[src/rtl/vga_timing_gen.sv]
// VGA raster timing generator: pixel-rate divider, h/v counters, sync and
// blanked colour pins, plus a frame tick and a slowed animation frame index.
module vga_timing_gen #(
  parameter int unsigned CLK_DIV      = 4,
  parameter int unsigned H_TOTAL      = 800,
  parameter int unsigned H_SYNC       = 96,
  parameter int unsigned H_DISP_START = 144,
  parameter int unsigned H_DISP_END   = 783,
  parameter int unsigned V_TOTAL      = 525,
  parameter int unsigned V_SYNC       = 2,
  parameter int unsigned V_DISP_START = 35,
  parameter int unsigned V_DISP_END   = 514,
  parameter int unsigned ANIM_DIV     = 8
) (
  input  logic        clk,
  input  logic        rst,
  input  logic [11:0] rgb_in,
  output logic [9:0]  hCount,
  output logic [9:0]  vCount,
  output logic        bright,
  output logic        pix_en,
  output logic        hSync,
  output logic        vSync,
  output logic [3:0]  vgaR,
  output logic [3:0]  vgaG,
  output logic [3:0]  vgaB,
  output logic        frame_tick,
  output logic [6:0]  animation_frame_num
);

  localparam int unsigned DIV_W  = (CLK_DIV > 1) ? $clog2(CLK_DIV) : 1;
  localparam int unsigned ANIM_W = (ANIM_DIV > 1) ? $clog2(ANIM_DIV) : 1;

  logic [DIV_W-1:0]  div;
  logic [DIV_W-1:0]  div_nxt;
  logic [ANIM_W-1:0] anim_cnt;
  logic              h_last;
  logic              v_last;

  // Divider wraps at CLK_DIV-1; pix_en is registered from the next count so
  // it is high exactly while div sits at CLK_DIV-1.
  always_comb begin
    div_nxt = div + DIV_W'(1);
    if (div == DIV_W'(CLK_DIV - 1)) begin
      div_nxt = '0;
    end
  end

  always_ff @(posedge clk or negedge rst) begin
    if (!rst) begin
      div    <= '0;
      pix_en <= 1'b0;
    end else begin
      div    <= div_nxt;
      pix_en <= (div_nxt == DIV_W'(CLK_DIV - 1));
    end
  end

  assign h_last = (hCount == 10'(H_TOTAL - 1));
  assign v_last = (vCount == 10'(V_TOTAL - 1));

  assign bright = (hCount >= 10'(H_DISP_START)) && (hCount <= 10'(H_DISP_END)) &&
                  (vCount >= 10'(V_DISP_START)) && (vCount <= 10'(V_DISP_END));

  // Raster position; vCount only moves on the pixel where hCount wraps.
  always_ff @(posedge clk or negedge rst) begin
    if (!rst) begin
      hCount <= '0;
      vCount <= '0;
    end else if (pix_en) begin
      hCount <= h_last ? 10'd0 : hCount + 10'd1;
      if (h_last) begin
        vCount <= v_last ? 10'd0 : vCount + 10'd1;
      end
    end
  end

  // Pins take the pre-increment position, so sync and colour stay aligned.
  always_ff @(posedge clk or negedge rst) begin
    if (!rst) begin
      hSync <= 1'b1;
      vSync <= 1'b1;
      vgaR  <= '0;
      vgaG  <= '0;
      vgaB  <= '0;
    end else if (pix_en) begin
      hSync <= ~(hCount < 10'(H_SYNC));
      vSync <= ~(vCount < 10'(V_SYNC));
      vgaR  <= bright ? rgb_in[11:8] : 4'h0;
      vgaG  <= bright ? rgb_in[7:4]  : 4'h0;
      vgaB  <= bright ? rgb_in[3:0]  : 4'h0;
    end
  end

  always_ff @(posedge clk or negedge rst) begin
    if (!rst) begin
      frame_tick <= 1'b0;
    end else begin
      frame_tick <= pix_en && h_last && v_last;
    end
  end

  // Animation index advances once every ANIM_DIV frame ticks.
  always_ff @(posedge clk or negedge rst) begin
    if (!rst) begin
      anim_cnt            <= '0;
      animation_frame_num <= '0;
    end else if (frame_tick) begin
      if (anim_cnt == ANIM_W'(ANIM_DIV - 1)) begin
        anim_cnt            <= '0;
        animation_frame_num <= animation_frame_num + 7'd1;
      end else begin
        anim_cnt <= anim_cnt + ANIM_W'(1);
      end
    end
  end

endmodule

[config.mk]
export PLATFORM = sky130hd
export DESIGN_NAME = vga_timing_gen
export DESIGN_NICKNAME = d
export VERILOG_FILES = /design/src/rtl/vga_timing_gen.sv
export SDC_FILE = /design/constraint.sdc
export NUM_CORES = 1
export LEC_CHECK = 0
export CORE_MARGIN = 2
export CORE_UTILIZATION = 35
export CTS_CLUSTER_SIZE = 40
export DETAILED_ROUTE_END_ITERATION = 12
export PLACE_DENSITY_LB_ADDON = 0.15
export SLEW_MARGIN = 20
export SYNTH_ARGS = -nofsm -noshare
export SYNTH_HDL_FRONTEND = slang
export SYNTH_SLANG_ARGS = --single-unit
[constraint.sdc]
create_clock -name clk -period 1.9 [get_ports clk]
set_clock_uncertainty 0.1 [all_clocks]
set_input_delay 0.19 -clock clk [delete_from_list [all_inputs] [get_ports clk]]
set_output_delay 0.19 -clock clk [all_outputs]
set_load 0.01 [all_outputs]
==> results.sh, run 1 <==
export IMPL_postSynthCellCount=211
export IMPL_clk_latency_ns=0.30
export IMPL_ys_warnings_count=0
export IMPL_period_minus_slack_ns=2.09
export IMPL_cts_tree="built"
export IMPL_max_vdd_ir_drop_mv=0.327
export IMPL_critPathMaxFanout=2
export IMPL_synth_top_area_cell="dfrtp_1"
export IMPL_grt_use_total_pct=16.1
export IMPL_fp_dieH_um=85.7
export IMPL_drtPass1Iterations=4
export IMPL_initial_core_util_pct=36.6
export IMPL_n_antenna_cell=0
export IMPL_slowest_delay_ns=0.39
export IMPL_use_met1_pct=20.7
export IMPL_h_tree_depth=2
export IMPL_cts_sinks=48
export IMPL_fin_ws_ns=-0.192
export IMPL_critical_path_class="reg -> out"
export IMPL_crit_buf_inv=1
export IMPL_netlist_top_cells_area="dfrtp_1 (49%), xnor2_1 (5.6%), ha_1 (5.4%), nand3_1 (4.1%), nor2b_1 (3.8%)"
export IMPL_vias=1958
export IMPL_dp_cells=376
export IMPL_status="finished with violations"
export IMPL_synth_distinct_cells=41
export IMPL_drt_initial_drc_count=71
export IMPL_drc=0
export IMPL_antenna_found_initial=0
export IMPL_crit_required_ns=1.61
export IMPL_drv_slew=0
export IMPL_cts_root_buf="clkbuf_8"
export IMPL_ios=58
export IMPL_layout_common_cells="clkdlybuf4s50_1 (55), dfrtp_1 (45), buf_4 (38), nand3_1 (19), xnor2_1 (15)"
export IMPL_numCtsBuffers=5
export IMPL_ys_ff_latch=48
export IMPL_final_cell_count_no_fill=387
export IMPL_violations="setup timing"
export IMPL_start_kind="register"
export IMPL_routed_wl_um=5550
export IMPL_final_util_pct=54.5
export IMPL_grt_use_met2_pct=26.8
export IMPL_fmax_ghz=0.478
export IMPL_wl_per_cell_um=14.3
export IMPL_syn_nets=235
export IMPL_synth_top_area_share_pct=49.3
export IMPL_rsz0062_at_grt="true"
export IMPL_drive_above_1_share_pct=23.2
export IMPL_critPathTopFamily="compound AO/OA/AOI/OAI gates"
export IMPL_met3_usage_pct=4.43
export IMPL_syn_cell_area_um2=2330
export IMPL_area_growth_pct=49.1
export IMPL_num_rows=29
export IMPL_cp_cell_sequence="or2_4 -> o311a_4 -> a2111oi_4 -> buf_2"
export IMPL_port_buffers=57
export IMPL_avgViaCountPerCell=5.06
export IMPL_ys_seq_area_share_pct=51.6
export IMPL_fp_dieW_um=85.7
export IMPL_hold_viol_final=0
export IMPL_p_per_area_nw_per_um2=535
export IMPL_end_kind="output pin"
export IMPL_grt_pass1_wl_um=9350
export IMPL_worst_pin_slew_ns=0.400
export IMPL_setup_viol=2
export IMPL_cts_buffer_depth=2
export IMPL_maxCapViolCount=0
export IMPL_period_share_pct=110
export IMPL_syn_avg_cell_area_um2=11.1
export IMPL_grt_busiest_layer="met2"
export IMPL_grt_pass1_vias=2012
export IMPL_path_clk_slew_ns=0.09
export IMPL_final_nets=333
export IMPL_dp_slack_ns=-0.309
export IMPL_nFillCells=599
export IMPL_finalWeightedCongestion=0.755
export IMPL_grt_ovfl_total=0
export IMPL_hold_class="in -> async"
export IMPL_critical_path_slowest_cell="dfrtp_1"
export IMPL_crit_arrival_ns=1.80
export IMPL_grt_max_degree=49
export IMPL_dieArea_um2=7340
export IMPL_core_um2=6390
export IMPL_layout_commonest_cell="clkdlybuf4s50_1"
export IMPL_max_slew_margin_pct=72.7
export IMPL_leakagePower_nw=1.58
export IMPL_antenna_left=0
export IMPL_fin_tns_setup_ns=-0.194
export IMPL_dp_hpwl_um=3970
==> synth_stat cells, drive strengths merged <==
library cell / n
inv: 9
nand4b: 1
o31a: 1
a2111oi: 2
xor2: 3
ha: 10
and3: 5
o22ai: 1
nor4: 3
o21ai: 5
a21oi: 3
o311a: 1
xnor2: 15
nor3: 5
a31o: 12
a22o: 1
nand2b: 1
or2: 1
mux2: 3
and4b: 1
nand3b: 2
nand3: 19
buf: 7
o22a: 1
nand2: 8
a32o: 1
o31ai: 2
o41ai: 1
nand4: 6
nor2b: 14
clkbuf: 3
nor2: 13
dfstp: 2
and4: 3
dfrtp: 46
==> where the power goes <==
group,total [mW],internal (mW),switching [mW]
logic,0.0526,0.0278,0.0248
registers,1.02,1.02,0
clock network,0.789,0.431,0.358
==> worst min-delay path, stage by stage <==
cell	delay, ns
dlygate4sd3_1	0.51
buf_2	0.12
buf_12	0.25
==> registers in the layout, indices dropped and copies added (netlist names) <==
signal and flops:
hCount 10, vCount 10, animation_frame_num 7, vgaB 4, vgaG 4, vgaR 4, anim_cnt 3, div 2
frame_tick 1, hSync 1, pix_en 1, vSync 1
==> through the flow <==
step | hold slack, ns | area (µm²) | total power, mW
floorplan | -0.206 | 2340 | 1.04
global placement | 0.0997 | 3270 | 1.09
detailed placement | 0.0990 | 3270 | 1.09
CTS | 0.296 | 3440 | 1.89
global route | 0.314 | 3480 | 1.94
finish | 0.288 | 3480 | 1.86
==> metal layers <==
| layer | part of all wire, % | wire (µm) |
|---|---|---|
| met1 | 46 | 2530 |
| met2 | 48 | 2690 |
| met3 | 5.2 | 288 |
| met4 | 0.76 | 42 |
| met5 | 0 | 0 |
==> final cells by class <==
| cell class | instances | area [µm²] | area share [%] |
|---|---|---|---|
| inverter | 9 | 33.8 | 0.971 |
| tap | 77 | 96.3 | 2.77 |
| clock buffer | 6 | 82.6 | 2.37 |
| multi-input combinational | 144 | 1100 | 31.6 |
| timing repair buffer | 101 | 925 | 26.6 |
| sequential | 48 | 1200 | 34.6 |
| clock inverter | 2 | 38.8 | 1.11 |
==> worst paths after layout <==
path	from	depth (start not counted)	slack, ns	endpoint
max reg2reg	hCount[5]$_DFFE_PN0P_	6	0	vgaR[1]$_DFFE_PN0P_
min reg2reg	div[0]$_DFF_PN0_	1	0.36	div[0]$_DFF_PN0_
max	hCount[5]$_DFFE_PN0P_	4	-0.19	bright
min	rst	3	0.29	anim_cnt[2]$_DFFE_PN0P_
max in group asynchronous	rst	3	1.12	hSync$_DFFE_PN1P_
min in group clk	div[0]$_DFF_PN0_	1	0.36	div[0]$_DFF_PN0_
==> cell families after synthesis <==
kind of cell / share of synthesized area, %
buffers and inverters: 3.91
AND/OR/NAND/NOR: 19.5
AO/OA/AOI/OAI: 11.5
multiplexers: 1.45
XOR/XNOR: 6.75
adder cells (fa/ha/maj): 5.36
flip-flops: 51.6
==> repair_timing <==
| action | 4_1_cts | 5_1_grt |
|---|---|---|
| resized for setup | 11 | 9 |
| cloned | 1 | 0 |
| pin swaps | 11 | 9 |
| hold buffers | 1 | 0 |
| endpoints found under the hold margin | 46 | 0 |
| setup buffers | 1 | 0 |
| setup endpoints to repair | 14 | 16 |
Note: power is estimated with default switching activity, not from simulation.
==> inputs of run 2 (changes only) <==
Settings changed: ABC_CLOCK_PERIOD_IN_PS from default to 1900, CORE_MARGIN 2 to 1.5.
==> run 2 against run 1 <==
Effect of this change: the run still ends with setup timing left; flip-flop and latch count stayed put; via count is 0.61% lower; register-to-register slack worse by 0.03 ns; final cell count up 1.0%; global-route usage fell by 0.094 points; largest power group unchanged.
==> results.sh, run 2 (same netlist as run 1, synthesis figures left out) <==
export IMPL_critical_path_class="reg -> out"
export IMPL_fp_dieW_um=84.7
export IMPL_finalWeightedCongestion=0.800
export IMPL_max_vdd_ir_drop_mv=0.344
export IMPL_grt_pass1_wl_um=9270
export IMPL_final_nets=337
export IMPL_p_per_area_nw_per_um2=486
export IMPL_drc=0
export IMPL_antenna_left=0
export IMPL_grt_use_total_pct=16.0
export IMPL_max_slew_margin_pct=65.6
export IMPL_status="finished with violations"
export IMPL_ios=58
export IMPL_grt_ovfl_total=0
export IMPL_routed_wl_um=5330
export IMPL_setup_viol=13
export IMPL_power_total_mw=1.70
export IMPL_violations="setup timing"
export IMPL_fin_ws_ns=-0.206
export IMPL_num_rows=29
export IMPL_slowest_delay_ns=0.44
export IMPL_maxCapViolCount=0
export IMPL_wl_per_cell_um=13.6
export IMPL_critPathMaxFanout=3
export IMPL_reg2reg_from="vCount[0]$_DFFE_PN0P_"
export IMPL_critPathTopFamily="compound AO/OA/AOI/OAI gates"
export IMPL_h_tree_depth=2
export IMPL_cts_root_buf="clkbuf_8"
export IMPL_worst_pin_slew_ns=0.515
export IMPL_hold_class="in -> async"
export IMPL_cts_tree="built"
export IMPL_port_buffers=57
export IMPL_layout_commonest_cell="clkdlybuf4s50_1"
export IMPL_path_clk_slew_ns=0.09
export IMPL_design_area_um2=3490
export IMPL_drt_initial_drc_count=34
export IMPL_cts_buffer_depth=2
export IMPL_dieArea_um2=7170
export IMPL_fmax_ghz=0.475
export IMPL_dp_hpwl_um=3910
export IMPL_hold_viol_final=0
export IMPL_drv_slew=0
export IMPL_final_util_pct=54.7
export IMPL_cp_cell_sequence="inv_2 -> ha_1 -> nor2b_1 -> a32o_2 -> a2111oi_4 -> buf_2"
export IMPL_critPathLaunch="vCount[0]$_DFFE_PN0P_"
export IMPL_crit_buf_inv=2
export IMPL_antenna_found_initial=0
export IMPL_start_kind="register"
export IMPL_fin_hold_ws_ns=0.291
export IMPL_reg_top3="hCount x10, vCount x10, animation_frame_num x7"
export IMPL_clk_latency_ns=0.29
export IMPL_n_antenna_cell=0
export IMPL_core_um2=6390
export IMPL_vias=1946
export IMPL_dpl_instance_area_um2=3270
export IMPL_layout_common_cells="clkdlybuf4s50_1 (55), dfrtp_1 (45), buf_4 (41), nand3_1 (18), xnor2_1 (15)"
export IMPL_rsz0062_at_grt="true"
export IMPL_grt_max_degree=29
export IMPL_cts_sinks=48
export IMPL_initial_core_util_pct=36.6
export IMPL_fp_dieH_um=84.7
export IMPL_drtPass1Iterations=4
export IMPL_crit_required_ns=1.61
export IMPL_numCtsBuffers=5
export IMPL_leakagePower_nw=1.57
export IMPL_drive_above_1_share_pct=25.8
export IMPL_avgViaCountPerCell=4.98
export IMPL_critical_path_slowest_cell="dfrtp_1"
export IMPL_period_minus_slack_ns=2.11
export IMPL_end_kind="output pin"
export IMPL_period_share_pct=111
export IMPL_crit_arrival_ns=1.82
export IMPL_grt_pass1_vias=2011
export IMPL_area_growth_pct=49.6
==> run 2: cell types whose count changed in the layout (fill, tap and decap cells not counted), sizes merged <==
cell	before	now
clkinv	1	0
bufinv	1	0
buf	45	49
clkinvlp	0	1
clkbuf	6	7
==> run 2: final timing paths <==
path | slack (ns) | cells past startpoint | end
worst min register to register | 0.36 | 1 | div[0]$_DFF_PN0_
worst min-delay path | 0.29 | 2 | animation_frame_num[2]$_DFFE_PN0P_
worst max register to register | -0.03 | 8 | vgaG[3]$_DFFE_PN0P_
max in group asynchronous | 0.81 | 3 | vSync$_DFFE_PN1P_
min in group clk | 0.36 | 1 | div[0]$_DFF_PN0_
worst max-delay path | -0.21 | 6 | bright
==> run 2: metrics by stage <==
stage | cells | setup WS (ns) | setup TNS [ns]
after floorplan | 211 | 0.00765 | 0
after global placement | 376 | -0.294 | -0.294
after detailed placement | 376 | -0.304 | -0.592
after CTS | 389 | -0.202 | -0.409
after global routing | 391 | -0.283 | -1.53
final | 391 | -0.206 | -0.531
==> run 2: layout make-up <==
| cell class | instances | area [µm²] |
|---|---|---|
| Inverter | 9 | 33.8 |
| Fill cell | 597 | 2890 |
| Sequential cell | 48 | 1200 |
| Timing Repair Buffer | 105 | 955 |
| Clock inverter | 1 | 7.51 |
| Clock buffer | 7 | 86.3 |
| Multi-Input combinational cell | 144 | 1110 |
| Tap cell | 77 | 96.3 |
==> run 2: where the power goes <==
part | switching [mW] | internal, mW
logic | 0.0240 | 0.0277
clock network | 0.330 | 0.296
registers | 0 | 1.02
total | 0.354 | 1.34
==> run 2: what timing repair did <==
action,CTS,global route
resized for setup,13,11
hold buffers,1,0
buffers inserted,3,2
endpoints found under the setup margin,13,20
endpoints found under the hold margin,20,0
cloned,1,0
pin swaps,5,4
==> run 2: layer usage <==
layer	routed length [µm]	track usage (%)	share of wire, %
met5	0	0	0
met4	35	3.52	0.66
met3	316	4.33	5.9
met2	2650	27.9	50
met1	2330	19.8	44
